File: src/rtl/if_fetch.sv
// Instruction-fetch stage: owns the PC, drives the instruction SRAM port and
// keeps the fetched word stable for ID across stalls via a one-entry hold buffer.
module if_fetch #(
    parameter logic [31:0] RESET_PC = 32'hBFC0_0000,
    parameter int          STALL_W  = 6
) (
    input  logic               clk,
    input  logic               rst,
    input  logic [STALL_W-1:0] stall,
    input  logic [32:0]        br_bus,
    output logic [32:0]        if_to_id_bus,
    output logic               inst_sram_en,
    output logic [3:0]         inst_sram_wen,
    output logic [31:0]        inst_sram_addr,
    output logic [31:0]        inst_sram_wdata,
    input  logic [31:0]        inst_sram_rdata,
    output logic [31:0]        inst_out
);

    localparam logic STOP = 1'b1;

    logic [31:0] pc_reg;
    logic        ce_reg;
    logic [31:0] inst_hold;
    logic        hold_valid;
    logic        br_e;
    logic [31:0] br_addr;
    logic [31:0] next_pc;
    logic        stall_unused;

    assign br_e    = br_bus[32];
    assign br_addr = br_bus[31:0];
    assign next_pc = br_e ? br_addr : pc_reg + 32'd4;

    // Only the IF and ID stop bits matter here; later stages are ignored.
    assign stall_unused = ^stall[STALL_W-1:2];

    // A branch presented while IF is stopped is dropped; ID re-presents it.
    always_ff @(posedge clk or posedge rst) begin
        if (rst) begin
            pc_reg <= RESET_PC - 32'd4;
            ce_reg <= 1'b0;
        end else if (stall[0] != STOP) begin
            pc_reg <= next_pc;
            ce_reg <= 1'b1;
        end
    end

    // Capture the SRAM word on the first stalled edge so ID keeps seeing it.
    always_ff @(posedge clk or posedge rst) begin
        if (rst) begin
            inst_hold  <= 32'd0;
            hold_valid <= 1'b0;
        end else if (stall[1] == STOP) begin
            if (!hold_valid) begin
                inst_hold  <= inst_sram_rdata;
                hold_valid <= 1'b1;
            end
        end else begin
            hold_valid <= 1'b0;
        end
    end

    assign inst_sram_en    = ce_reg;
    assign inst_sram_wen   = 4'b0000;
    assign inst_sram_addr  = pc_reg;
    assign inst_sram_wdata = 32'd0;
    assign if_to_id_bus    = {ce_reg, pc_reg};
    assign inst_out        = hold_valid ? inst_hold : inst_sram_rdata;

endmodule

File: config.mk
export PLATFORM = sky130hd
export DESIGN_NAME = if_fetch
export DESIGN_NICKNAME = d
export VERILOG_FILES = /design/src/rtl/if_fetch.sv
export SDC_FILE = /design/constraint.sdc
export NUM_CORES = 1
export LEC_CHECK = 0
export BUFFER_PORTS_ARGS = -buffer_cell sky130_fd_sc_hd__buf_4
export CAP_MARGIN = 20
export CORE_ASPECT_RATIO = 0.8
export CORE_MARGIN = 4
export CORE_UTILIZATION = 46
export CTS_CLUSTER_SIZE = 20
export DETAILED_ROUTE_END_ITERATION = 12
export PLACE_DENSITY = 0.84
export RECOVER_POWER = 25
export SLEW_MARGIN = 20
export SYNTH_ARGS = -nofsm -noshare
export SYNTH_HDL_FRONTEND = slang
export SYNTH_SLANG_ARGS = --single-unit
export TNS_END_PERCENT = 50
File: constraint.sdc
create_clock -name clk -period 2.8 [get_ports clk]
set_input_delay 0.14 -clock clk [delete_from_list [all_inputs] [get_ports clk]]
set_output_delay 0.14 -clock clk [all_outputs]
set_load 0.05 [all_outputs]
==> metrics.yaml <==
yosysUniqueCellTypes: 50
vias: 3794
maxCapViolCount: 1
p_total_w: 0.00423
rr_worst_depth: 5
grt_max_degree: 47
drive_gt1_share_pct: 47.9
placed_area_mm2: 0.00525
insertion_delay_ns: 0.32
cellPowerDensity_mw_per_mm2: 770
ys_top_cells_by_count: "buf_4, mux2_2, dfrtp_1, dfstp_2, nor2_1"
finClkSkew_ns: 0.00642
place_hpwl_um: 8700
ant_nets: 0
boundaryPins: 207
max-slew-margin-rel_pct: -16.6
drtPass1Iterations: 5
fin_crit_sh_pct: 88.2
cts_setup_buffers: 0
num_rows: 31
r2r_start: "inst_sram_addr[2]"
fp.dieW_um: 116
utilization_pct: 60.8
endpoint_kind: "flop"
p_leak_nw: 2.41
reg2reg_setup_slack_ns: 0.33
die_h_um: 94.2
finalCriticalPeriod_ns: 2.47
numCtsBuffers: 9
synth_edf_count: 0
grt_overflow: 0
io_buffer_count: 166
area_delta_synth_final_pct: 28.6
crit_type: "reg -> reg"
floorplan.initialDensity_pct: 47.3
fp.dieArea_mm2: 0.0109
cp.arrival_ns: 2.64
finish.instance_area_mm2: 0.00550
cts_tree: "done"
dp_cells: 667
cts_buffer_depth: 2
ys_seq_area_share_pct: 39.5
cts_sinks: 66
grt_pass1_wl_um: 18100
status: "complete, but fails checks"
fin_setup_tns_ns: 0
path_clk_slew_ns: 0.06
synth_top_area_share_pct: 22.2
root_buffer: "clkbuf_16"
rsz0062_at_grt: "no"
instances_no_fill: 683
finalHoldViolCount: 0
slew_viol_final: 34
antennaDiodeCount: 0
yosys_warnings: 0
ys.flop_type: "dfrtp_1"
cp-start-kind: "flop"
syn_avg_cell_area_um2: 9.80
r2r-end: "inst_sram_addr[22]"
avgViaCountPerCell: 5.55
fmax_mhz: 405
htree_levels: 3
gp_congestion: 0.927
drc: 0
ir_drop_mv: 0.464
core_mm2: 0.00904
cp.required_ns: 2.97
first_global_vias: 3636
ys_ff_latch: 66
async_reset_ff_share_pct: 100
cp_max_fo: 8
crit_end: "inst_sram_addr[22]"
yosysTopAreaCell: "dfrtp_1"
netlist_top_cells_area: "dfrtp_1, dfstp_2, mux2_2"
setup-violations-final: 0
routedWlPerCell_um: 17.4
routed_wl_um: 11900
final_nets: 638
netlist_area_mm2: 0.00427
min_path_type: "in -> reg"
grt_usage_pct: 20.8
syn_inst: 436
failed_checks: "max-capacitance violations, max-slew violations"
worst_pin_slew_ns: 1.75
cp-startpoint: "inst_sram_addr[2]"
drt_iter0_drc: 221
synth.most_common_cell: "buf_4"
antenna_found_initial: 0
cells by family after synthesis:
family                     after synthesis  synth area share, %
adders and majority gates                1                0.293
muxes                                   67                 17.6
AOI/OAI and AO/OA                       77                 12.1
other                                    1               0.0877
buffers and inverters                  102                 15.0
and+or+nand+nor                        122                 15.4
DFF                                     66                 39.5
cells in the final DEF, fill, tap and decap left out, types with 3 or more instances in the layout:
master / n
a211oi_1: 4
a21oi_1: 13
a22oi_1: 13
a311o_1: 3
a311oi_1: 5
and3_1: 4
buf_4: 155
clkbuf_1: 18
clkbuf_16: 9
clkinv_2: 3
conb_1: 36
dfrtp_1: 38
dfstp_2: 27
inv_1: 9
mux2_2: 65
nand2_1: 21
nand3_1: 19
nand4_1: 10
nor2_1: 25
nor3_1: 13
nor4_1: 5
o211ai_1: 5
o21ai_0: 19
o22ai_1: 4
or3_1: 5
how the worst min path moves through the flow:
stage	from	endpoint	slack, ns	cells past startpoint
after global placement	rst	inst_sram_addr[0]	0.28	2
after CTS	br_bus[1]	inst_sram_addr[1]	0.004	3
final	br_bus[1]	inst_sram_addr[1]	0.01	3
after floorplan	stall[1]	hold_valid	0.17	0
after detailed placement	rst	inst_sram_addr[1]	0.29	2
after global routing	br_bus[1]	inst_sram_addr[1]	0.002	3
worst max-delay path: stages, from the launching register on:
cell      delay, ns
dfstp_1        0.70
ha_1           0.27
nand3_1        0.21
or3_1          0.45
nor4_1         0.50
a211oi_1       0.18
through the flow:
step / worst slack [ns] / hold slack [ns]
floorplan: 0.365 / 0.171
global placement: 0.542 / 0.280
detailed placement: 0.442 / 0.290
CTS: 0.451 / 0.00360
global route: 0.185 / 0.00223
finish: 0.331 / 0.0128
where the power goes:
| group | total, W | internal, W | switching [W] |
|---|---|---|---|
| clock network | 0.00118 | 0.000769 | 0.000411 |
| registers | 0.00135 | 0.00117 | 0.000186 |
| logic | 0.00170 | 0.000521 | 0.00118 |
| total | 0.00423 | 0.00245 | 0.00177 |
state kept, by name, summed over array words and instances (netlist names):
register        flops
hold_valid          1
inst_hold          32
inst_sram_addr     32
inst_sram_en        1
what timing repair did:
action,in CTS,in global routing
resized for setup,0,0
hold buffers,1,0
hold endpoints to repair,5,0
endpoints found under the setup margin,0,0
layout make-up:
cell class / instances / area, µm²
clock buffers: 9 / 225
fillers: 793 / 3540
multi-input cells: 303 / 2080
flip-flops and latches: 66 / 1690
repair buffers: 175 / 1250
clock inverters: 6 / 82.6
inverters: 9 / 33.8
well taps: 115 / 144
layer usage:
metal,up-vias,part of all wire [%],GRT usage [%]
met4,0,1.6,6.28
met1,1840,40,27.1
met3,18,8.3,4.70
met5,-,0,0
li1,1748,-,-
met2,188,50,34.6
No activity file was read; power rests on OpenSTA's default activity.
